### src/rtl/ram_arbiter.sv
// ram_arbiter: round-robin arbiter giving two requesters (A = CPU, B = loader/debug) one synchronous single-port RAM.
// Latency: Req sampled at edge k, RAM enabled for cycle k..k+1, Ack pulse (and read data) after edge k+2.
// Backpressure: one transaction in flight; a requester holds Req with stable fields until its Ack pulse.
module ram_arbiter #(
  parameter int ADDR_W = 8,
  parameter int DATA_W = 8
) (
  input  logic              i_clk,
  input  logic              i_reset,
  input  logic              i_aReq,
  input  logic              i_aWe,
  input  logic [ADDR_W-1:0] i_aAddr,
  input  logic [DATA_W-1:0] i_aData,
  output logic              o_aAck,
  output logic [DATA_W-1:0] o_aRdData,
  input  logic              i_bReq,
  input  logic              i_bWe,
  input  logic [ADDR_W-1:0] i_bAddr,
  input  logic [DATA_W-1:0] i_bData,
  output logic              o_bAck,
  output logic [DATA_W-1:0] o_bRdData,
  output logic              o_ramEn,
  output logic              o_ramWe,
  output logic [ADDR_W-1:0] o_ramAddr,
  output logic [DATA_W-1:0] o_ramData,
  input  logic [DATA_W-1:0] i_ramData,
  output logic              o_busy
);

  typedef enum logic [1:0] {IDLE, ACCESS, RESP} state_t;

  state_t              state, stateNext;
  logic                winB, winBNext;     // id of the in-flight winner (1 = B)
  logic                lastB, lastBNext;   // last-served requester (1 = B)
  logic                latWe, latWeNext;   // write flag of the in-flight transaction
  logic                aElig, bElig, pickB;
  logic                ramEnNext, ramWeNext, aAckNext, bAckNext, busyNext;
  logic [ADDR_W-1:0]   ramAddrNext;
  logic [DATA_W-1:0]   ramDataNext, aRdNext, bRdNext;

  // Arbitration and next-state/next-output computation; every output is registered from these
  always_comb begin
    stateNext   = state;
    winBNext    = winB;
    lastBNext   = lastB;
    latWeNext   = latWe;
    ramEnNext   = 1'b0;
    ramWeNext   = 1'b0;
    ramAddrNext = o_ramAddr;
    ramDataNext = o_ramData;
    aAckNext    = 1'b0;
    bAckNext    = 1'b0;
    aRdNext     = o_aRdData;
    bRdNext     = o_bRdData;
    busyNext    = 1'b0;
    // A requester still showing its Ack is finishing the previous handshake, so it is skipped
    aElig       = i_aReq & ~o_aAck;
    bElig       = i_bReq & ~o_bAck;
    // B wins if it is the only one asking, or if both ask and A was served last
    pickB       = bElig & (~aElig | ~lastB);
    case (state)
      IDLE: begin
        if (aElig | bElig) begin
          stateNext   = ACCESS;
          winBNext    = pickB;
          lastBNext   = pickB;
          latWeNext   = pickB ? i_bWe : i_aWe;
          ramEnNext   = 1'b1;
          ramWeNext   = pickB ? i_bWe : i_aWe;
          ramAddrNext = pickB ? i_bAddr : i_aAddr;
          ramDataNext = pickB ? i_bData : i_aData;
          busyNext    = 1'b1;
        end
      end
      ACCESS: begin
        stateNext = RESP;
        busyNext  = 1'b1;
      end
      RESP: begin
        // RAM read data is valid during RESP (one cycle after the enabled edge)
        stateNext = IDLE;
        if (winB) begin
          bAckNext = 1'b1;
          if (!latWe) bRdNext = i_ramData;
        end else begin
          aAckNext = 1'b1;
          if (!latWe) aRdNext = i_ramData;
        end
      end
      default: stateNext = IDLE;
    endcase
  end

  // State and output registers; reset aborts any transaction and favours A for the first contest
  always_ff @(posedge i_clk or posedge i_reset) begin
    if (i_reset) begin
      state     <= IDLE;
      winB      <= 1'b0;
      lastB     <= 1'b1;
      latWe     <= 1'b0;
      o_ramEn   <= 1'b0;
      o_ramWe   <= 1'b0;
      o_ramAddr <= '0;
      o_ramData <= '0;
      o_aAck    <= 1'b0;
      o_bAck    <= 1'b0;
      o_aRdData <= '0;
      o_bRdData <= '0;
      o_busy    <= 1'b0;
    end else begin
      state     <= stateNext;
      winB      <= winBNext;
      lastB     <= lastBNext;
      latWe     <= latWeNext;
      o_ramEn   <= ramEnNext;
      o_ramWe   <= ramWeNext;
      o_ramAddr <= ramAddrNext;
      o_ramData <= ramDataNext;
      o_aAck    <= aAckNext;
      o_bAck    <= bAckNext;
      o_aRdData <= aRdNext;
      o_bRdData <= bRdNext;
      o_busy    <= busyNext;
    end
  end

endmodule

### config.mk
export PLATFORM = sky130hd
export DESIGN_NAME = ram_arbiter
export DESIGN_NICKNAME = d
export VERILOG_FILES = /design/src/rtl/ram_arbiter.sv
export SDC_FILE = /design/constraint.sdc
export NUM_CORES = 1
export LEC_CHECK = 0
export BUFFER_PORTS_ARGS = -buffer_cell sky130_fd_sc_hd__buf_2
export CAP_MARGIN = 10
export CORE_MARGIN = 10
export CORE_UTILIZATION = 45
export CTS_BUF_LIST = sky130_fd_sc_hd__clkbuf_16
export DETAILED_ROUTE_END_ITERATION = 10
export GPL_ROUTABILITY_DRIVEN = 0
export PLACE_DENSITY = 0.88
export SLEW_MARGIN = 20
export SYNTH_ARGS = -nofsm -noshare
export SYNTH_HDL_FRONTEND = slang
export SYNTH_SLANG_ARGS = --single-unit
### constraint.sdc
create_clock -name i_clk -period 1.92 [get_ports i_clk]
set_input_delay 0.192 -clock i_clk [delete_from_list [all_inputs] [get_ports i_clk]]
set_output_delay 0.192 -clock i_clk [all_outputs]
set_load 0.005 [all_outputs]
==> qor.csv, run 1 <==
metric,value,unit
status,"finished, final reports clean",
postCtsSetupBuffers,0,
clk_pin_slew,0.06,ns
synth_seq_cells,42,
synth_edf_count,0,
vias_per_cell,4.94,
grt_pass1_vias,1520,
crit_fanout,19,
insertion_delay,0.28,ns
ant_nets,0,
grt.overflow.total,0,
n_antenna_cell,0,
worstSetupStartpointType,flip-flop,
avgRoutedWirePerCell,16.2,µm
setup_viol_count_final,0,
hpwl,3.56,mm
die_h,81.8,µm
hold_class,in2reg,
max_freq,632,MHz
die_area,6690,µm²
rrSetupSlack,0.34,ns
fin_area,2390,µm²
yosys_most_used_dff,dfrtp_1,
synth_warnings,0,
start_util,0.465,
dr.pass1.iters,4,
rsz0062_at_grt,no,
p_per_area,1690,nW/µm²
synthArstFlopShare,1.00,
cts_tree,built,
cts_htree_levels,2,
nets,287,
hold_violations,0,
wl_met1,1.93,mm
synth_cell_types,23,
cts_buffers,5,
row_count,22,
worstPathArrival,1.75,ns
die_width,81.8,µm
crit_slowest_cell,a211o_1,
report.final.slew_viol_count,0,
clkSinkCount,42,
layout-drive-gt1-share,0.475,
top_layer_used,met4,
layout_min_cycle_time,1.58,ns
path_class,reg2reg,
ys_seq_area_frac,0.613,
fillers,300,
synth_top_area_share,0.598,
routed_wl,4.71,mm
required,2.08,ns
core-area,3690,µm²
drtIter0Drc,110,
fin_skew,0.00275,ns
relSlewSlack,0.502,
area.growth.synth_to_final,39.0,%
yosysTopAreaCell,dfrtp_1,
finalCritPeriodShare,0.824,
num_vias,1432,
root_buffer,clkbuf_16,
avgSynthCellArea,11.1,µm²
drc,0,
grt_max_degree,24,
setup_tns,0,ns
grt_pass1_wl,7.33,mm
ir_drop,1.04,mV
crit_chain,"nand2b_4, a211o_1, clkinv_2, nor2_1, a21oi_1",
dpl-instance-area,2190,µm²
io_pins,83,
leakagePower,1.21,nW
numPortBuffers,82,
wl_met3,564,µm
synth_fp_nets,201,
cts_buffer_depth,2,
track_usage,0.141,
syn-cell-area,1720,µm²
worst_pin_slew,0.742,ns
dr_wl_met2,2.18,mm
yosys.cell_count.top_type,dfrtp_1,
synthTopCellsByArea,"dfrtp_1 60%, mux2_2 10%, a21oi_1 9.6%",
utilization,0.647,
syn_inst,155,
max-cap-violations,0,
critPathMaxStageDelay,0.36,ns
antenna_found_initial,0,
end_kind,flip-flop,
synth_commonest_cells,"41 x dfrtp_1, 33 x a21oi_1, 20 x nand2_1, 19 x nor2_1, 16 x mux2_2",
## worst paths after layout
kind	depth (start not counted)	end	from
max in group asynchronous	4	lastB	i_reset
min	3	o_ramAddr[3]	i_aAddr[3]
min reg2reg	2	lastB	lastB
max	5	o_ramData[0]	o_bAck
max reg2reg	5	o_ramData[0]	o_bAck
min in group asynchronous	3	o_bRdData[4]	i_reset
## power by group
part,internal (mW),leakage [nW],switching (mW)
logic,0.676,0.618,0.739
clock network,0.740,0.0915,0.322
registers,1.32,0.499,0.240
total,2.74,1.21,1.30
## per-stage QoR
stage / worst slack, ns / std cells / power [mW] / hold WS [ns]
3_3_place_gp: 0.0846 / 281 / 2.93 / 0.256
2_1_floorplan: 0.522 / 155 / 2.37 / 0.321
3_5_place_dp: 0.332 / 281 / 3.01 / 0.254
5_1_grt: 0.158 / 290 / 4.32 / 0.139
4_1_cts: 0.320 / 290 / 4.08 / 0.139
6_report: 0.338 / 290 / 4.04 / 0.139
## flip-flops by register name (all words and copies together), names as in the netlist, 2 cells and up
signal	count
o_aRdData	8
o_bRdData	8
o_ramAddr	8
o_ramData	8
state	2
## critical path: cells and delay by family, from the launching register on
family,cells,cell delay (ns)
buffers and inverters,1,0.35
AO/OA/AOI/OAI,2,0.42
flip-flops,1,0.34
AND/OR/NAND/NOR,2,0.35
## cell type report
class	count	area [µm²]	area share
clock buffer	5	125	0.0524
clock inverter	3	63.8	0.0267
multi-input combinational	102	613	0.257
timing repair buffer	86	455	0.191
inverter	4	16.3	0.00682
sequential	42	1050	0.441
tap	48	60.1	0.0252
## timing repair
| item | 4_1_cts | 5_1_grt |
|---|---|---|
| gates resized for setup | 0 | 0 |
| endpoints found under the hold margin | 19 | 0 |
| hold buffers | 1 | 0 |
## kinds of logic (layout without fill, tap and decap cells)
group,count (synthesis),after routing,share of synthesized area
AOI/OAI and AO/OA,38,38,0.114
buffers and inverters,11,98,0.0313
DFF,42,42,0.613
muxes,16,16,0.105
and+or+nand+nor,48,48,0.136
## cell usage in the layout (no fill, tap or decap), drive strengths merged
cell / count
buf: 85
dfrtp: 41
a21oi: 33
nand2: 21
nor2: 19
mux2: 16
clkbuf: 5
nand2b: 3
clkinv: 3
inv: 2
a31oi: 2
o21ai: 2
bufinv: 2
nor3b: 1
a211o: 1
nand3b: 1
nor2b: 1
nor3: 1
and3: 1
dlygate4sd3: 1
dfstp: 1
## metal layers
metal	up-vias	GRT usage
met3	6	0.0742
met2	71	0.226
met5	-	0
met4	0	0.0306
met1	660	0.165
li1	695	-
Note: power is estimated with default switching activity, not from simulation.
==> inputs of run 2 (changes only) <==
--- a/config.mk
+++ b/config.mk
@@ -8,11 +8,11 @@
 export BUFFER_PORTS_ARGS = -buffer_cell sky130_fd_sc_hd__buf_2
 export CAP_MARGIN = 10
 export CORE_MARGIN = 10
-export CORE_UTILIZATION = 45
+export CORE_UTILIZATION = 41
 export CTS_BUF_LIST = sky130_fd_sc_hd__clkbuf_16
 export DETAILED_ROUTE_END_ITERATION = 10
 export GPL_ROUTABILITY_DRIVEN = 0
-export PLACE_DENSITY = 0.88
+export PLACE_DENSITY = 0.85
 export SLEW_MARGIN = 20
 export SYNTH_ARGS = -nofsm -noshare
 export SYNTH_HDL_FRONTEND = slang
==> constraint.sdc (replaced) <==
create_clock -name i_clk -period 1.39 [get_ports i_clk]
set_input_delay 0.139 -clock i_clk [delete_from_list [all_inputs] [get_ports i_clk]]
set_output_delay 0.139 -clock i_clk [all_outputs]
set_load 0.005 [all_outputs]
==> run 2 against run 1 <==
Compared with the run above: the run now ends with negative setup slack left; sequential power increased by 38%; clock skew increased by 0.0013 ns; register-to-register slack got worse by 0.35 ns; setup slack got worse by 0.35 ns; core utilization decreased by 0.22 points; die area increased by 7.3%; critical path type unchanged.
==> qor.csv, run 2 (synthesized netlist as in run 1, its figures left out) <==
metric,value,unit,change
crit_fanout,15,,was 19
final_cell_mix,"82 x buf_2, 40 x dfrtp_1, 22 x a21oi_1, 20 x nand2_1, 19 x nor2_1",,"was 82 x buf_2, 41 x dfrtp_1, 33 x a21oi_1, 20 x nand2_1, 19 x nor2_1"
worstSetupStartpointType,flip-flop,,unchanged
finalCritPeriodShare,1.01,,was 0.824
worst_pin_slew,0.629,ns,was 0.742 ns
crit_chain,"nand2b_4, a211o_4, buf_12, a21oi_1, a21oi_1",,"was nand2b_4, a211o_1, clkinv_2, nor2_1, a21oi_1"
drtIter0Drc,104,,was 110
grt_max_degree,20,,was 24
leakagePower,1.29,nW,was 1.21 nW
clkSinkCount,42,,unchanged
violations,negative setup slack,,
multi_input_area,681,µm²,was 613 µm²
track_usage,0.137,,was 0.141
crit_slowest_cell,dfrtp_1,,was a211o_1
grt_pass1_wl,7.86,mm,was 7.33 mm
ir_drop,0.863,mV,was 1.04 mV
r2r_cells,5,,unchanged
num_vias,1496,,was 1432
fin_ws,-0.0150,ns,was 0.338 ns
ant_nets,0,,unchanged
vias_per_cell,4.94,,about the same
final_common_cell,buf_2,,unchanged
path_common_cell,a21oi_1,,
grt.overflow.total,0,,unchanged
layout_min_cycle_time,1.41,ns,was 1.58 ns
timing.hold.worst_endpoint,o_ramData[5],,was o_ramAddr[3]
fin_skew,0.00403,ns,was 0.00275 ns
routed_wl,5.18,mm,was 4.71 mm
layout-drive-gt1-share,0.561,,was 0.475
grt_pass1_vias,1541,,was 1520
status,"complete, but fails checks",,"was finished, final reports clean"
io_pins,83,,unchanged
dpl-instance-area,2280,µm²,was 2190 µm²
max_freq,712,MHz,was 632 MHz
required,1.56,ns,was 2.08 ns
drc,0,,unchanged
insertion_delay,0.28,ns,about the same
n_antenna_cell,0,,unchanged
area.growth.synth_to_final,51.3,%,was 39.0%
p_per_area,2330,nW/µm²,was 1690 nW/µm²
cts_htree_levels,2,,unchanged
fin_area,2600,µm²,was 2390 µm²
core-area,4030,µm²,was 3690 µm²
hold_start,i_aData[5],,was i_aAddr[3]
path_class,reg2reg,,unchanged
cts_buffers,5,,unchanged
fillers,334,,was 300
r2r_start,o_aAck,,was o_bAck
hold_violations,0,,unchanged
die_h,84.7,µm,was 81.8 µm
cts_tree,built,,unchanged
setup_tns,-0.0248,ns,was 0 ns
whs_path_depth,3,,unchanged
rrSetupSlack,-0.02,ns,was 0.34 ns
antenna_found_initial,0,,unchanged
rr_endpoint,o_ramAddr[3],,was o_ramData[0]
start_util,0.426,,was 0.465
dr.pass1.iters,4,,unchanged
relSlewSlack,0.578,,was 0.502
cts_buffer_depth,2,,unchanged
root_buffer,clkbuf_16,,unchanged
hpwl,3.80,mm,was 3.56 mm
area.sequential,1050,µm²,about the same
hold_class,in2reg,,unchanged
die_area,7170,µm²,was 6690 µm²
nets,298,,was 287
row_count,23,,was 22
critPathMaxStageDelay,0.40,ns,was 0.36 ns
die_width,84.7,µm,was 81.8 µm
report.final.slew_viol_count,0,,unchanged
clk_pin_slew,0.06,ns,about the same
numPortBuffers,82,,unchanged
worstPathArrival,1.57,ns,was 1.75 ns
end_kind,flip-flop,,unchanged
avgRoutedWirePerCell,17.1,µm,was 16.2 µm
setup_viol_count_final,5,,was 0
max-cap-violations,0,,unchanged
rsz0062_at_grt,yes,,was no
run 2: final cells by class:
cell class                 count  share of cell area
timing repair buffer          97               0.226
sequential                    42               0.406
clock buffer                   5              0.0482
tap                           50              0.0241
multi-input combinational    102               0.262
inverter                       4             0.00771
clock inverter                 3              0.0265
run 2: report_power, final:
group | switching (mW) | internal (mW) | total, mW
sequential | 0.337 | 1.83 | 2.16
combinational | 1.18 | 1.21 | 2.39
clock | 0.473 | 1.03 | 1.50
run 2: timing repair:
item                       CTS  global route
hold buffers                 1             0
setup buffers                0             2
setup endpoints to repair   18            35
cloned                       0             2
resized for setup            7            19
pin swaps                    0             4
hold endpoints to repair    13             0
run 2: metal layers:
layer | wire length, µm | part of all wire | global-route usage | vias up
met3 | 360 | 0.069 | 0.0522 | 7
met4 | 107 | 0.021 | 0.0629 | 0
li1 | - | - | - | 714
met2 | 2760 | 0.53 | 0.238 | 47
met1 | 1960 | 0.38 | 0.141 | 728
met5 | 0 | 0 | 0 | -
run 2: worst max-delay path, delay by kind of cell, from the launching register on:
family,cells,cell delay (ns)
compound gates,3,0.56
flops,1,0.40
simple gates,1,0.16
buf+inv,1,0.16
run 2: how the worst max path moves through the flow:
stage | from | endpoint | slack (ns) | depth (start not counted)
floorplan | state[0] | o_bRdData[0] | 0.01 | 4
global placement | o_bAck | latWe | 0.03 | 5
detailed placement | o_aAck | o_ramData[3] | -0.02 | 5
CTS | o_bAck | latWe | -0.002 | 6
global route | o_aAck | o_ramAddr[6] | -0.07 | 5
finish | o_aAck | o_ramAddr[3] | -0.02 | 5
run 2: per-stage QoR:
stage,instances,utilization,power [mW],setup slack [ns],hold slack (ns)
finish,303,0.645,6.06,-0.0150,0.0828
global route,303,0.645,6.43,-0.0677,0.0929
CTS,299,0.625,5.92,-0.00196,0.0754
detailed placement,290,0.565,4.33,-0.0223,0.169
global placement,290,0.565,4.23,0.0266,0.158
floorplan,155,-,3.27,0.0104,0.268
==> inputs of run 3 (changes only) <==
--- a/config.mk
+++ b/config.mk
@@ -13,6 +13,7 @@
 export DETAILED_ROUTE_END_ITERATION = 10
 export GPL_ROUTABILITY_DRIVEN = 0
 export PLACE_DENSITY = 0.85
+export SKIP_CTS_REPAIR_TIMING = 1
 export SLEW_MARGIN = 20
 export SYNTH_ARGS = -nofsm -noshare
 export SYNTH_HDL_FRONTEND = slang
==> run 3 against run 2 <==
Compared with the run above: the run still ends with negative setup slack left; clock power hardly changed; global-route usage decreased by 0.24 points; combinational power decreased by 5%; routed wire length is 3.9% lower; total power is 2.1% lower; sequential power is essentially flat; final cell count is 0.99% lower; critical path depth stayed put; flip-flop and latch count did not move; first-iteration DRC count shrank 9.6%; largest power group unchanged.
==> qor.csv, run 3 (synthesized netlist as in run 1, its figures left out) <==
metric,value,unit,change
fin_skew,0.00534,ns,was 0.00403 ns
max_freq,707,MHz,was 712 MHz
hold_start,i_aData[0],,was i_aData[5]
root_buffer,clkbuf_16,,unchanged
ant_nets,0,,unchanged
dr.pass1.iters,4,,unchanged
io_pins,83,,unchanged
final_common_cell,buf_2,,unchanged
violations,negative setup slack,,unchanged
crit_fanout,15,,unchanged
finalCritPeriodShare,1.02,,was 1.01
area.growth.synth_to_final,48.3,%,was 51.3%
hpwl,3.80,mm,unchanged
drtIter0Drc,94,,was 104
place_ws,-0.0223,ns,unchanged
numPortBuffers,82,,unchanged
timing.hold.worst_endpoint,o_ramData[0],,was o_ramData[5]
track_usage,0.134,,was 0.137
ir_drop,0.859,mV,was 0.863 mV
cts_buffers,5,,unchanged
grt_pass1_vias,1524,,was 1541
leakagePower,1.28,nW,was 1.29 nW
antenna_found_initial,0,,unchanged
cts_tree,built,,unchanged
fin_ws,-0.0252,ns,was -0.0150 ns
routed_wl,4.98,mm,was 5.18 mm
clkSinkCount,42,,unchanged
num_vias,1475,,was 1496
fillers,341,,was 334
crit_slowest_cell,dfrtp_1,,unchanged
row_count,23,,unchanged
r2r_start,o_aAck,,unchanged
core-area,4030,µm²,unchanged
fin_area,2540,µm²,was 2600 µm²
max-cap-violations,0,,unchanged
p_total,5.93,mW,was 6.06 mW
required,1.56,ns,about the same
insertion_delay,0.28,ns,about the same
die_h,84.7,µm,unchanged
worstPathArrival,1.59,ns,was 1.57 ns
layout-drive-gt1-share,0.528,,was 0.561
utilization,0.632,,was 0.645
setup_tns,-0.106,ns,was -0.0248 ns
grt_pass1_wl,7.72,mm,was 7.86 mm
p_per_area,2330,nW/µm²,about the same
report.final.slew_viol_count,0,,unchanged
final_cell_mix,"82 x buf_2, 40 x dfrtp_1, 29 x a21oi_1, 20 x nand2_1, 19 x nor2_1",,"was 82 x buf_2, 40 x dfrtp_1, 22 x a21oi_1, 20 x nand2_1, 19 x nor2_1"
start_util,0.426,,unchanged
status,"complete, but fails checks",,unchanged
avgRoutedWirePerCell,16.6,µm,was 17.1 µm
die_width,84.7,µm,unchanged
hold_violations,0,,unchanged
setup_viol_count_final,12,,was 5
whs_path_depth,3,,unchanged
hold_class,in2reg,,unchanged
cts_htree_levels,2,,unchanged
rrSetupSlack,-0.03,ns,was -0.02 ns
rsz0062_at_grt,yes,,unchanged
worstSetupStartpointType,flip-flop,,unchanged
cts_buffer_depth,2,,unchanged
rr_endpoint,o_ramData[6],,was o_ramAddr[3]
r2r_cells,5,,unchanged
crit_chain,"nand2b_4, a211o_4, buf_12, a21oi_1, a21oi_1",,unchanged
path_common_cell,a21oi_1,,unchanged
nets,295,,was 298
grt_max_degree,20,,unchanged
vias_per_cell,4.92,,was 4.94
clk_pin_slew,0.06,ns,about the same
relSlewSlack,0.580,,was 0.578
drc,0,,unchanged
layout_min_cycle_time,1.42,ns,was 1.41 ns
grt.overflow.total,0,,unchanged
end_kind,flip-flop,,unchanged
dpl-instance-area,2280,µm²,unchanged
die_area,7170,µm²,unchanged
path_class,reg2reg,,unchanged
worst_pin_slew,0.626,ns,was 0.629 ns
critPathMaxStageDelay,0.40,ns,about the same
n_antenna_cell,0,,unchanged
-- run 3: cell count changes in the layout (fill, tap and decap cells not counted) --
cell,previous run,this run
inv_6,0,1
a21oi_1,22,29
buf_4,7,5
buf_6,3,2
clkinv_4,2,1
a21oi_2,11,4
-- run 3: routing by layer --
layer / track usage / vias to the layer above / share of wire
met1: 0.141 / 697 / 0.38
li1: - / 710 / -
met2: 0.228 / 60 / 0.52
met5: 0 / - / 0
met3: 0.0522 / 8 / 0.080
met4: 0.0674 / 0 / 0.021
-- run 3: through the flow --
step / cells / hold slack [ns]
after floorplan: 155 / 0.268
after global routing: 300 / 0.0929
after detailed placement: 290 / 0.169
after global placement: 290 / 0.158
final: 300 / 0.0806
after CTS: 298 / -0.139
-- run 3: worst max-delay path by stage --
stage / start / endpoint / slack, ns / depth (start not counted)
after global placement: o_bAck / latWe / 0.03 / 5
after floorplan: state[0] / o_bRdData[0] / 0.01 / 4
after CTS: o_aAck / latWe / -0.06 / 5
final: o_aAck / o_ramData[6] / -0.03 / 5
after detailed placement: o_aAck / o_ramData[3] / -0.02 / 5
after global routing: o_aAck / o_ramData[6] / -0.07 / 5
-- run 3: final cells by class --
type                       instances  area [µm²]  share of cell area
multi-input combinational        102         654               0.257
clock buffer                       5         125              0.0492
timing repair buffer              94         561               0.220
sequential                        42        1050               0.414
clock inverter                     3        68.8              0.0270
inverter                           4        20.0             0.00787
tap                               50        62.6              0.0246
-- run 3: worst max-delay path, delay by kind of cell (launching register included) --
family / cells / cell delay (ns)
AND/OR/NAND/NOR: 1 / 0.16
buffers and inverters: 1 / 0.16
AO/OA/AOI/OAI: 3 / 0.57
flip-flops: 1 / 0.40
-- run 3: where the power goes --
part / internal (mW) / leakage (nW) / switching (mW)
combinational: 1.14 / 0.686 / 1.12
sequential: 1.82 / 0.497 / 0.339
clock: 1.03 / 0.0940 / 0.474
total: 4.00 / 1.28 / 1.93
